### config.mk
export PLATFORM = sky130hd
export DESIGN_NAME = mem_stage
export DESIGN_NICKNAME = d
export VERILOG_FILES = /design/src/rtl/mem_stage.sv
export SDC_FILE = /design/constraint.sdc
export NUM_CORES = 1
export LEC_CHECK = 0
export ABC_AREA = 1
export CAP_MARGIN = 20
export CORE_ASPECT_RATIO = 0.8
export CORE_MARGIN = 4
export CORE_UTILIZATION = 38
export DETAILED_ROUTE_END_ITERATION = 12
export PLACE_DENSITY = 0.95
export SETUP_SLACK_MARGIN = 0.2
export SLEW_MARGIN = 20
export SYNTH_ARGS = -nofsm -noshare
export SYNTH_HDL_FRONTEND = slang
export SYNTH_SLANG_ARGS = --single-unit
### constraint.sdc
create_clock -name clk -period 2.7 [get_ports clk]
set_input_delay 0.54 -clock clk [delete_from_list [all_inputs] [get_ports clk]]
set_output_delay 0.54 -clock clk [all_outputs]
set_load 0.1 [all_outputs]
### src/rtl/mem_stage.sv
`default_nettype none
// ============================================================================
// Module   : mem_stage
// Purpose  : MEM pipeline stage. Runs the data-RAM req/ack handshake, builds
//            store byte enables and lane-replicated store data, aligns and
//            extends load data, and requests a pipeline stall while an access
//            is outstanding.
// Options  : MEM_ALIGN_CHECK_EN - flag misaligned half/word accesses on
//            addr_exc_out and suppress the request instead of issuing it.
// Revision : 1.0 - initial release
// ============================================================================
module mem_stage #(
  parameter int ADDR_WIDTH     = 32,
  parameter int REG_ADDR_WIDTH = 5
) (
  input  logic                      clk,
  input  logic                      rst,
  input  logic                      mem_en_in,
  input  logic                      mem_write_in,
  input  logic [1:0]                mem_size_in,
  input  logic                      mem_sign_in,
  input  logic [ADDR_WIDTH-1:0]     result_in,
  input  logic [ADDR_WIDTH-1:0]     mem_wdata_in,
  input  logic                      write_reg_en_in,
  input  logic [REG_ADDR_WIDTH-1:0] write_reg_addr_in,
  output logic                      ram_req,
  output logic                      ram_we,
  output logic [ADDR_WIDTH-1:0]     ram_addr,
  output logic [3:0]                ram_wsel,
  output logic [ADDR_WIDTH-1:0]     ram_wdata,
  input  logic                      ram_ack,
  input  logic [ADDR_WIDTH-1:0]     ram_rdata,
  output logic [ADDR_WIDTH-1:0]     result_out,
  output logic                      write_reg_en_out,
  output logic [REG_ADDR_WIDTH-1:0] write_reg_addr_out,
  output logic                      stall_req,
  output logic                      addr_exc_out
);

  typedef enum logic [1:0] {
    IDLE = 2'd0,
    BUSY = 2'd1,
    DONE = 2'd2
  } state_t;

  state_t                  state;
  state_t                  state_next;
  logic [ADDR_WIDTH-1:0]   rdata_q;
  logic [1:0]              off;
  logic                    misaligned;
  logic [3:0]              wsel_raw;
  logic [7:0]              load_byte;
  logic [15:0]             load_half;
  logic [ADDR_WIDTH-1:0]   load_val;

  assign off = result_in[1:0];

`ifdef MEM_ALIGN_CHECK_EN
  // Only meaningful for a new access presented in IDLE; the FSM never leaves
  // IDLE for a misaligned access, so BUSY/DONE never see one.
  assign misaligned = rst && (state == IDLE) && mem_en_in &&
                      (((mem_size_in == 2'b01) && off[0]) ||
                       (mem_size_in[1] && (off != 2'b00)));
`else
  assign misaligned = 1'b0;
`endif
  assign addr_exc_out = misaligned;

  // State register and captured load data; reset aborts any pending access.
  always_ff @(posedge clk) begin
    if (!rst) begin
      state   <= IDLE;
      rdata_q <= '0;
    end else begin
      state <= state_next;
      if (ram_req && ram_ack && !mem_write_in)
        rdata_q <= ram_rdata;
    end
  end

  // Next-state and request generation; ack outside a request is ignored.
  always_comb begin
    state_next = state;
    ram_req    = 1'b0;
    case (state)
      IDLE: begin
        if (mem_en_in && !misaligned) begin
          ram_req    = 1'b1;
          state_next = ram_ack ? DONE : BUSY;
        end
      end
      BUSY: begin
        ram_req = 1'b1;
        if (ram_ack) state_next = DONE;
      end
      DONE:    state_next = IDLE;
      default: state_next = IDLE;
    endcase
    if (!rst) ram_req = 1'b0;
  end

  assign stall_req = ram_req;
  assign ram_we    = ram_req && mem_write_in;
  assign ram_addr  = {result_in[ADDR_WIDTH-1:2], 2'b00};

  // Byte enables by access size; low offset bits beyond the size are ignored.
  always_comb begin
    wsel_raw = 4'b1111;
    case (mem_size_in)
      2'b00:   wsel_raw = 4'b0001 << off;
      2'b01:   wsel_raw = off[1] ? 4'b1100 : 4'b0011;
      default: wsel_raw = 4'b1111;
    endcase
  end

  assign ram_wsel = ram_req ? wsel_raw : 4'b0000;

  // Store data replicated across every lane so the RAM picks it by enable.
  always_comb begin
    ram_wdata = mem_wdata_in;
    case (mem_size_in)
      2'b00:   ram_wdata = {(ADDR_WIDTH/8){mem_wdata_in[7:0]}};
      2'b01:   ram_wdata = {(ADDR_WIDTH/16){mem_wdata_in[15:0]}};
      default: ram_wdata = mem_wdata_in;
    endcase
  end

  // Extract the addressed lane from the captured word and extend it.
  always_comb begin
    load_byte = rdata_q[8*off +: 8];
    load_half = rdata_q[16*off[1] +: 16];
    case (mem_size_in)
      2'b00:   load_val = {{(ADDR_WIDTH-8){mem_sign_in & load_byte[7]}}, load_byte};
      2'b01:   load_val = {{(ADDR_WIDTH-16){mem_sign_in & load_half[15]}}, load_half};
      default: load_val = rdata_q;
    endcase
  end

  // Load results appear in DONE; everything else passes straight through.
  always_comb begin
    result_out         = result_in;
    write_reg_addr_out = write_reg_addr_in;
    write_reg_en_out   = rst && write_reg_en_in && !stall_req && !misaligned;
    if ((state == DONE) && mem_en_in && !mem_write_in)
      result_out = load_val;
  end

endmodule
`default_nettype wire

==> results.cfg <==
[run_status]
status = completed

[worst_setup_path]
start_kind = input pin
path_max_fanout = 7
worst_ep_arrival_time_ns = 2.03
endpoint_kind = output port
cp_data_required_time_ns = 2.16
crit_type = input pin to output port

[sta]
rsz0062_at_grt = true
maxSlewViolCount = 0
hold_viol_final = 0
setup_viol_count_final = 0
fmax_mhz = 389.3
skew_ns = 0.008593
fin_crit_sh_pct = 95.14
fin_crit_ns = 2.569

[global_routing]
grt_pass1_wl_mm = 23.56
grt_pass1_vias = 4442
grt_usage_pct = 31.70
grt_max_degree = 34
grt.overflow.total = 0
antenna_found_initial = 0

[cts]
clock_latency_ns = 0.30
clkTransAtPathRegs_ns = 0.06
cts_tree = done
cts_buffer_depth = 2
cts_root_buf = clkbuf_8
hold_buffers = 0
numCtsBuffers = 5
cts.htree.levels = 2
clock_sinks = 34

[floorplan]
io_pins = 220
start_util_pct = 38.82
fp-row-count = 29
die_area_mm2 = 0.009591
die_w_um = 108.5
die_h_um = 88.40
coreArea_mm2 = 0.007910

[synthesis]
yosys_warnings = 0
syn-instance-count = 527
synth_top_area_share_pct = 22.17
avgSynthCellArea_um2 = 5.826
ys_seq_area_share_pct = 22.17
yosysUniqueCellTypes = 29
synth_edf_count = 0
synth_common_cells = 112 x nand2_1, 82 x nor2_1, 50 x buf_4
synth_area_leaders = dfxtp_1 22%, nand2_1 14%, buf_4 12%
ys_ff_latch = 34
yosysMostFrequentCell = nand2_1
syn-cell-area_mm2 = 0.003070
ys.flop_type = dfxtp_1
async_flop_share_pct = 0
yosys.area.top_type = dfxtp_1

[final_layout]
areaGrowthSynthToFinish_pct = 114.7
final_area_mm2 = 0.006593
nFillCells = 410
multi_input_area_mm2 = 0.002034
fin_nets = 812
regArea_um2 = 680.7
fin_cells = 811
drive_above_1_share_pct = 32.29
num_antenna_cells = 0

[min_path]
hold_class = flop to flop

[place]
dpl.hpwl_mm = 12.06
place_area_mm2 = 0.006233
place_congestion = 0.9181
portBuffers = 206
placed_cells = 796

[route]
drc = 0
drt_first_pass_iters = 7
vias = 4631
antenna_left = 0
post_drt_wl_per_cell_um = 20.83
wirelength_mm = 16.89
drt-initial-drc-count = 726
via_per_inst = 5.710

[pwr]
cellLeakagePower_uw = 0.002892
p_per_area_mw_per_mm2 = 405.1
vdd_drop_max_mv = 0.4527

[job]
drv_cap = 0
## power breakdown
part	internal [µW]	leakage, µW	switching (µW)
Combinational	620	0.00257	1110
Clock	205	0.0000472	193
Sequential	521	0.000276	25.1
Total	1350	0.00289	1330
## path summary, 6_finish.rpt
kind,startpoint,depth (start not counted),end,slack (ns)
hold / removal,rdata_q[4],2,rdata_q[4],0.50
hold reg to reg,rdata_q[4],2,rdata_q[4],0.50
setup / recovery,mem_en_in,9,result_out[27],0.13
setup reg to reg,state[1],8,rdata_q[23],0.80
## stage by stage
stage | setup slack, ns | util (%) | total power, µW | hold WS (ns) | setup TNS, ns
after floorplan | -0.1876 | - | 1601 | 0.4546 | -1.745
after global placement | 0.01025 | 78.80 | 2201 | 0.4700 | 0
after detailed placement | -0.1302 | 78.80 | 2233 | 0.4865 | -0.7973
after CTS | 0.1997 | 82.06 | 2635 | 0.5001 | 0
after global routing | 0.09983 | 83.34 | 2734 | 0.5327 | 0
final | 0.1312 | 83.34 | 2671 | 0.4983 | 0
## cells by family (layout without fill, tap and decap cells)
kind of cell	after synthesis	after routing	synth area share, %
AO/OA/AOI/OAI	95	95	16.50
buffers and inverters	122	296	22.21
flip-flops	34	34	22.17
other	1	3	0.1221
AND/OR/NAND/NOR	275	275	39.00
## layout make-up
cell class | instances | area share [%]
Clock buffer | 6 | 1.253
Clock inverter | 2 | 0.1898
Inverter | 45 | 2.809
Multi-Input combinational cell | 373 | 30.86
Sequential cell | 34 | 10.32
Tap cell | 108 | 2.050
Timing Repair Buffer | 243 | 52.51
## sequential cells by signal, summed over array words and instances, names as in the netlist
signal and cells:
rdata_q 32, state 2
## layout by cell type, fill, tap and decap left out, types with 6 or more instances in the layout
master,instances
nor2_1,78
inv_1,35
clkbuf_8,6
a21oi_1,17
o21ai_0,32
dfxtp_1,34
o211ai_1,6
buf_4,29
a21oi_2,15
buf_12,107
nand3_2,7
o21ai_1,8
or2_1,11
nand2_1,110
a31oi_4,7
clkdlybuf4s50_1,98
nor2_4,6
inv_2,6
or2_2,11
nand3_1,41
## metal layers
metal	track usage (%)	part of all wire [%]	vias to the layer above
li1	-	-	1982
met1	32.88	32	2073
met2	56.48	48	446
met3	10.72	13	130
met4	18.12	7.1	0
met5	0	0	-
## critical path, cell delays in order
cell	delay, ns
dlygate4sd2_1	0.32
nand3_4	0.22
buf_12	0.20
clkbuf_16	0.16
a21oi_2	0.15
nand3_1	0.12
nand2_1	0.10
inv_2	0.05
buf_12	0.16
## timing repair
action                                  in CTS  in global routing
endpoints found under the setup margin      49                 35
pin swaps                                    7                  8
cloned                                       2                  1
resized for setup                           31                 29
setup buffers                                3                  1
(Power assumes the default switching activity.)
